[src/rtl/add_pkg.sv]
// Shared constants, state encoding and flag helpers for the 16-bit
// accumulating adder.
package add_pkg;

    localparam int ADD_WIDTH = 16;
    localparam int ADD_CNT_W = 8;

    typedef enum logic [1:0] {
        IDLE = 2'd0,
        ACC  = 2'd1,
        DONE = 2'd2
    } acc_state_t;

    // Even parity: 1 when the vector holds an even number of ones.
    function automatic logic even_parity(input logic [ADD_WIDTH-1:0] v);
        return ~^v;
    endfunction

endpackage

[src/rtl/add16_flags.sv]
// Combinational 16-bit adder producing the sum and the five status flags
// (sign, zero, carry-out, even parity, signed overflow).
module add16_flags
    import add_pkg::*;
(
    input  logic [ADD_WIDTH-1:0] X,
    input  logic [ADD_WIDTH-1:0] Y,
    output logic [ADD_WIDTH-1:0] Z,
    output logic                 Sign,
    output logic                 Zero,
    output logic                 Carry,
    output logic                 Parity,
    output logic                 Overflow
);

    logic [ADD_WIDTH:0] w_sum;

    // 17-bit add and flag decode
    always_comb begin
        w_sum    = {1'b0, X} + {1'b0, Y};
        Z        = w_sum[ADD_WIDTH-1:0];
        Carry    = w_sum[ADD_WIDTH];
        Sign     = w_sum[ADD_WIDTH-1];
        Zero     = ~|w_sum[ADD_WIDTH-1:0];
        Parity   = even_parity(w_sum[ADD_WIDTH-1:0]);
        // Signed overflow: both operands share a sign the result does not have.
        Overflow = (X[ADD_WIDTH-1] & Y[ADD_WIDTH-1] & ~w_sum[ADD_WIDTH-1]) |
                   (~X[ADD_WIDTH-1] & ~Y[ADD_WIDTH-1] & w_sum[ADD_WIDTH-1]);
    end

endmodule

[src/rtl/add_accumulator.sv]
// Burst accumulator: sums `len` operands taken over a valid/ready handshake,
// feeding the adder output back as its X operand, then pulses done.
module add_accumulator
    import add_pkg::*;
#(
    parameter int WIDTH = ADD_WIDTH,
    parameter int CNT_W = ADD_CNT_W
) (
    input  logic             clk,
    input  logic             rst,
    input  logic             start,
    input  logic [CNT_W-1:0] len,
    input  logic             in_valid,
    input  logic [WIDTH-1:0] in_data,
    output logic             in_ready,
    output logic [WIDTH-1:0] Z,
    output logic             Sign,
    output logic             Zero,
    output logic             Carry,
    output logic             Parity,
    output logic             Overflow,
    output logic             CarryAny,
    output logic             OvfAny,
    output logic             busy,
    output logic             done
);

    localparam logic [CNT_W-1:0] CNT_ONE  = CNT_W'(1);
    localparam logic [CNT_W-1:0] CNT_ZERO = CNT_W'(0);

    acc_state_t       r_state;
    logic [CNT_W-1:0] r_cnt;
    logic [WIDTH-1:0] r_z;
    logic             r_sign;
    logic             r_zero;
    logic             r_carry;
    logic             r_parity;
    logic             r_ovf;
    logic             r_cany;
    logic             r_oany;
    logic             r_in_ready;
    logic             r_busy;
    logic             r_done;

    logic [WIDTH-1:0] w_sum;
    logic             w_sign;
    logic             w_zero;
    logic             w_carry;
    logic             w_parity;
    logic             w_ovf;

    add16_flags u_add (
        .X        (r_z),
        .Y        (in_data),
        .Z        (w_sum),
        .Sign     (w_sign),
        .Zero     (w_zero),
        .Carry    (w_carry),
        .Parity   (w_parity),
        .Overflow (w_ovf)
    );

    // Burst FSM with accumulator, flag, sticky and handshake registers
    always_ff @(posedge clk) begin
        if (rst) begin
            r_state    <= IDLE;
            r_cnt      <= CNT_ZERO;
            r_z        <= 16'h0000;
            r_sign     <= 1'b0;
            r_zero     <= 1'b0;
            r_carry    <= 1'b0;
            r_parity   <= 1'b0;
            r_ovf      <= 1'b0;
            r_cany     <= 1'b0;
            r_oany     <= 1'b0;
            r_in_ready <= 1'b0;
            r_busy     <= 1'b0;
            r_done     <= 1'b0;
        end else begin
            case (r_state)
                IDLE: begin
                    if (start) begin
                        r_z      <= 16'h0000;
                        r_sign   <= 1'b0;
                        r_carry  <= 1'b0;
                        r_ovf    <= 1'b0;
                        r_cany   <= 1'b0;
                        r_oany   <= 1'b0;
                        r_busy   <= 1'b1;
                        r_cnt    <= len;
                        if (len != CNT_ZERO) begin
                            r_zero     <= 1'b0;
                            r_parity   <= 1'b0;
                            r_in_ready <= 1'b1;
                            r_state    <= ACC;
                        end else begin
                            // An empty burst reports the flags of a zero sum.
                            r_zero   <= 1'b1;
                            r_parity <= 1'b1;
                            r_done   <= 1'b1;
                            r_state  <= DONE;
                        end
                    end else begin
                        r_state <= IDLE;
                    end
                end
                ACC: begin
                    if (in_valid) begin
                        r_z      <= w_sum;
                        r_sign   <= w_sign;
                        r_zero   <= w_zero;
                        r_carry  <= w_carry;
                        r_parity <= w_parity;
                        r_ovf    <= w_ovf;
                        r_cany   <= r_cany | w_carry;
                        r_oany   <= r_oany | w_ovf;
                        r_cnt    <= r_cnt - CNT_ONE;
                        if (r_cnt == CNT_ONE) begin
                            r_in_ready <= 1'b0;
                            r_done     <= 1'b1;
                            r_state    <= DONE;
                        end else begin
                            r_state <= ACC;
                        end
                    end else begin
                        r_state <= ACC;
                    end
                end
                DONE: begin
                    r_done     <= 1'b0;
                    r_busy     <= 1'b0;
                    r_in_ready <= 1'b0;
                    r_state    <= IDLE;
                end
                default: begin
                    r_done     <= 1'b0;
                    r_busy     <= 1'b0;
                    r_in_ready <= 1'b0;
                    r_state    <= IDLE;
                end
            endcase
        end
    end

    assign in_ready = r_in_ready;
    assign Z        = r_z;
    assign Sign     = r_sign;
    assign Zero     = r_zero;
    assign Carry    = r_carry;
    assign Parity   = r_parity;
    assign Overflow = r_ovf;
    assign CarryAny = r_cany;
    assign OvfAny   = r_oany;
    assign busy     = r_busy;
    assign done     = r_done;

endmodule

[config.mk]
export PLATFORM = sky130hd
export DESIGN_NAME = add_accumulator
export DESIGN_NICKNAME = d
export VERILOG_FILES = /design/src/rtl/add_pkg.sv /design/src/rtl/add16_flags.sv /design/src/rtl/add_accumulator.sv
export SDC_FILE = /design/constraint.sdc
export NUM_CORES = 1
export LEC_CHECK = 0
export CORE_UTILIZATION = 55
export DETAILED_ROUTE_END_ITERATION = 10
export GPL_ROUTABILITY_DRIVEN = 0
export PLACE_DENSITY = 0.84
export SETUP_SLACK_MARGIN = 0.02
export SLEW_MARGIN = 20
export SYNTH_ARGS = -nofsm -noshare
export SYNTH_HDL_FRONTEND = slang
export SYNTH_SLANG_ARGS = --single-unit
[constraint.sdc]
create_clock -name clk -period 8.8 [get_ports clk]
set_input_delay 1.76 -clock clk [delete_from_list [all_inputs] [get_ports clk]]
set_output_delay 1.76 -clock clk [all_outputs]
set_load 0.1 [all_outputs]
==> Flow_metrics.wiki <==
{| class="wikitable"
! Metric !! Value
|-
| Run status || finished, final reports clean
|-
| Total placed instance area || slightly above 0.003 sq mm
|-
| Worst-Margin Slew || 0.973 ns
|-
| FF-to-FF setup slack || ~5.4 ns
|-
| Overall power of the completed layout || between 400 and 500 uW
|-
| Global-route wire length before repair || 10400 microns
|-
| Share of the synthesized area in the top cell type || approximately 28%
|-
| Dominant synthesized flop cell || sky130_fd_sc_hd__dfxtp_1
|-
| Utilization after layout || a little under three quarters
|-
| Fraction of layout instances using a drive strength above 1 || 3.66%
|-
| Gr ovfl total || 0
|-
| Type of the most critical hold path || flop to flop
|-
| Number of detailed-route iterations in the first pass || 4
|-
| Largest voltage drop on the vdd net || 0.0889 mV
|-
| Data required, critical path || approximately 9 ns
|-
| Launch point of the worst path || in_data[0]
|-
| CTS Hold Bufs || 0
|-
| Antenna Nets Post-Route || 0
|-
| Die Outline Area || approximately 0.0048 sq mm
|-
| Via count of the first global-routing pass || approximately 2400
|-
| Worst R2R Start || Z[0]
|-
| Core area || about 0.0044 sq mm
|-
| Die boundary width || roughly 69 microns
|-
| Post-CTS sizing || 0
|-
| Number of setup buffers added after CTS || 0
|-
| Final critical delay including setup and external delays || around 4.9 ns
|-
| Final count of pins violating max slew || 0
|-
| Final routed wire length divided by cell count || 14.8 microns
|-
| Count of flip-flops with a built-in enable after synthesis || 0
|-
| Die H || between 60 and 70 microns
|-
| Critical path class || input port to flop
|-
| Fill cell instance count of the final layout || 357
|-
| Critical path endpoint category || flop
|-
| Number of H-tree branching levels || 2
|-
| CTS tree || built
|-
| Most instantiated library cell after synthesis || sky130_fd_sc_hd__dfxtp_1
|-
| Endpoint of the most critical register-to-register path || Parity
|-
| Fraction of power consumed by combinational cells || between 40% and 50%
|-
| Crit path arrival time || about 5 ns
|-
| Yosys warning count || 0
|-
| RSZ-0062 raised after global routing || false
|-
| Post-route fraction of the period consumed by the critical path || around 56%
|-
| Highest achievable clock rate || around 0.20 GHz
|-
| Detailed Route WL || ~6000 microns
|-
| Clock transition at the registers of the reported paths || 0.06 ns
|-
| Final instance area || 0.00311 sq mm
|-
| Int Power || roughly 300 uW
|-
| Clock net sink count || 35
|-
| Post-layout net count || between 400 and 500
|-
| Clk buf depth || 2
|-
| Cell area after technology mapping || between 0.002 and 0.003 sq mm
|-
| Library cell occupying the most area in the post-synthesis netlist || sky130_fd_sc_hd__dfxtp_1
|-
| Synth top area cells || sky130_fd_sc_hd__dfxtp_1 (28%), sky130_fd_sc_hd__ha_1 (14%), sky130_fd_sc_hd__xnor2_1 (6.0%), sky130_fd_sc_hd__a21oi_1 (5.0%), sky130_fd_sc_hd__nand2_1 (5.0%)
|-
| Iteration-0 DRC count of the detailed router || between 150 and 200
|-
| Startpoint Class || input port
|-
| Number of distinct library cells after synthesis || 48
|-
| CP endpoint || Parity
|-
| Top cells by instance count after synthesis || sky130_fd_sc_hd__dfxtp_1 (35), sky130_fd_sc_hd__nand2_1 (33), sky130_fd_sc_hd__nor2_1 (29)
|-
| Sequential fraction of design power || between 30% and 40%
|-
| DP HPWL || 4490 microns
|-
| Net load switching power || 194 uW
|-
| Summed negative setup slack over all endpoints || 0 ns
|-
| Headroom to the max-slew limit || between 30% and 40%
|-
| Overall fraction of global-route tracks in use || between 20% and 30%
|-
| Initial Utilization || a little under three fifths
|-
| Slowest stage cell, crit path || sky130_fd_sc_hd__fa_1
|-
| Reported leakage power || roughly 0.0012 uW
|-
| Slowest cell delay on critical path || between 0.4 and 0.5 ns
|-
| Antenna violations before repair || 0
|-
| Asr flop ratio synth || 0%
|-
| Worst hold margin || about 0.46 ns
|-
| Setup violation total in the final timing report || 0
|-
| Antenna cell count || 0
|-
| Switch share || about two fifths
|-
| Hold violation total from the final report || 0
|-
| Fraction of power consumed by the clock network || between 20% and 30%
|-
| Post-synthesis sequential area ratio || 28.0%
|-
| Count of vias placed by the detailed router || about 2500
|-
| Largest clock skew in the final design || about 0.005 ns
|-
| Floorplan row count || 24
|-
| Critical-path maximum fanout || 5
|-
| IO Count || 54
|-
| Inserted Clock Buffers || 5
|-
| Post-synthesis register bit count || 35
|-
| Maximum capacitance violations || 0
|-
| Relative area change from synthesis to final layout || 24.3%
|-
| Number of remaining DRC errors || 0
|-
| Cells after Synth || 310
|-
| Post-synthesis area per instance || 8.07 sq um
|-
| Synthesized netlist net count || between 300 and 400
|-
| Largest net degree at the start of global routing || 28
|-
| Cell-by-cell trace of the critical path || clkdlybuf4s50_1 > ha_1 > fa_1 > a211oi_1 > o21ai_2 > nand2_1 > o311ai_4 > a31oi_1 > xor2_1 > ha_1 > xnor2_1 > xnor2_1 > xnor2_1 > o221ai_1 > o21ai_0 > nor2_1
|-
| Power density of the placed cells || ~160 mW/mm^2
|-
| Logic depth of the worst register-to-register path || 15
|-
| Most frequent CP cell || sky130_fd_sc_hd__xnor2_1
|-
| Clock latency on the worst-skew pair || slightly below 0.3 ns
|-
| Vias per Instance || just over 6
|-
| Clock Root Buffer || sky130_fd_sc_hd__clkbuf_8
|-
| PortBufs || between 50 and 60
|}
## how the worst min path moves through the flow
stage                     depth (start not counted)  slack [ns]       end     start
after detailed placement                          2        0.45  CarryAny  CarryAny
final                                             2        0.46  CarryAny  CarryAny
after global routing                              2        0.50  CarryAny  CarryAny
after global placement                            2        0.44     Carry     Carry
after CTS                                         2        0.46  CarryAny  CarryAny
after floorplan                                   2        0.46  r_cnt[7]  r_cnt[7]
## cell families (layout without fill, tap and decap cells)
family                     after synthesis  in the layout  synth area share, %
and+or+nand+nor                        109            109                 20.8
AOI/OAI and AO/OA                       92             92                 25.3
DFF                                     35             35                 28.0
adders and majority gates               28             28                 14.3
buffers and inverters                   24             69                 3.95
xor gates and xnor gates                22             22                 7.70
## state kept, by name, indices dropped and copies added (netlist names)
signal and flops:
Z 16, r_cnt 8, r_state 2, Carry 1
CarryAny 1, Overflow 1, OvfAny 1, Parity 1
Zero 1, busy 1, done 1, in_ready 1
## per-stage QoR
stage,cells,setup WS [ns]
6_report,407,3.85
4_1_cts,407,3.87
3_3_place_gp,401,3.71
3_5_place_dp,401,3.61
2_1_floorplan,310,4.33
5_1_grt,407,3.62
## worst max-delay path: cells and delay by family
kind | cells | cell delay [ns]
AO/OA/AOI/OAI | 6 | 1.11
AND/OR/NAND/NOR | 2 | 0.21
adder cells (fa/ha/maj) | 3 | 0.92
XOR/XNOR | 4 | 0.66
buffers and inverters | 1 | 0.41
## per-layer routing
layer	vias to the layer above	global-route usage (%)	part of all wire, %
li1	1221	-	-
met4	0	9.52	1.4
met1	1150	32.1	46
met5	-	0	0
met3	10	4.80	5.3
met2	82	45.1	48
## cell usage in the layout, fill, tap and decap left out, types with 3 or more instances in the layout
master                            count
sky130_fd_sc_hd__nor3_1              14
sky130_fd_sc_hd__ha_1                27
sky130_fd_sc_hd__a211oi_1             5
sky130_fd_sc_hd__inv_1               10
sky130_fd_sc_hd__nor4_1               5
sky130_fd_sc_hd__a21o_1               4
sky130_fd_sc_hd__o21ai_0             23
sky130_fd_sc_hd__a22oi_1              3
sky130_fd_sc_hd__nand2_1             33
sky130_fd_sc_hd__o31ai_1              3
sky130_fd_sc_hd__nand4_1              4
sky130_fd_sc_hd__a31oi_1              3
sky130_fd_sc_hd__a21oi_1             25
sky130_fd_sc_hd__or3_1                3
sky130_fd_sc_hd__nand3_1              7
sky130_fd_sc_hd__clkbuf_8             5
sky130_fd_sc_hd__xor2_1               5
sky130_fd_sc_hd__xnor2_1             17
sky130_fd_sc_hd__nor2b_1              4
sky130_fd_sc_hd__dfxtp_1             35
sky130_fd_sc_hd__clkdlybuf4s50_1     53
sky130_fd_sc_hd__nand2b_1             3
sky130_fd_sc_hd__o221ai_1             4
sky130_fd_sc_hd__nor2_1              29
## final cells by class
| class | count | area (sq um) | area share (%) |
|---|---|---|---|
| Clock buffer | 6 | 72.6 | 2.33 |
| Inverter | 10 | 37.5 | 1.21 |
| Sequential cell | 35 | 701 | 22.5 |
| Multi-Input combinational cell | 251 | 1700 | 54.8 |
| Tap cell | 52 | 65.1 | 2.09 |
| Timing Repair Buffer | 53 | 531 | 17.1 |
## power groups by stage
stage | clock [uW] | combinational [uW] | sequential [uW]
floorplan | 0 | 119 | 224
global placement | 0 | 204 | 183
detailed placement | 0 | 207 | 183
CTS | 110 | 209 | 179
global route | 116 | 225 | 181
finish | 108 | 209 | 180
Power figures use the tool's default switching activity.
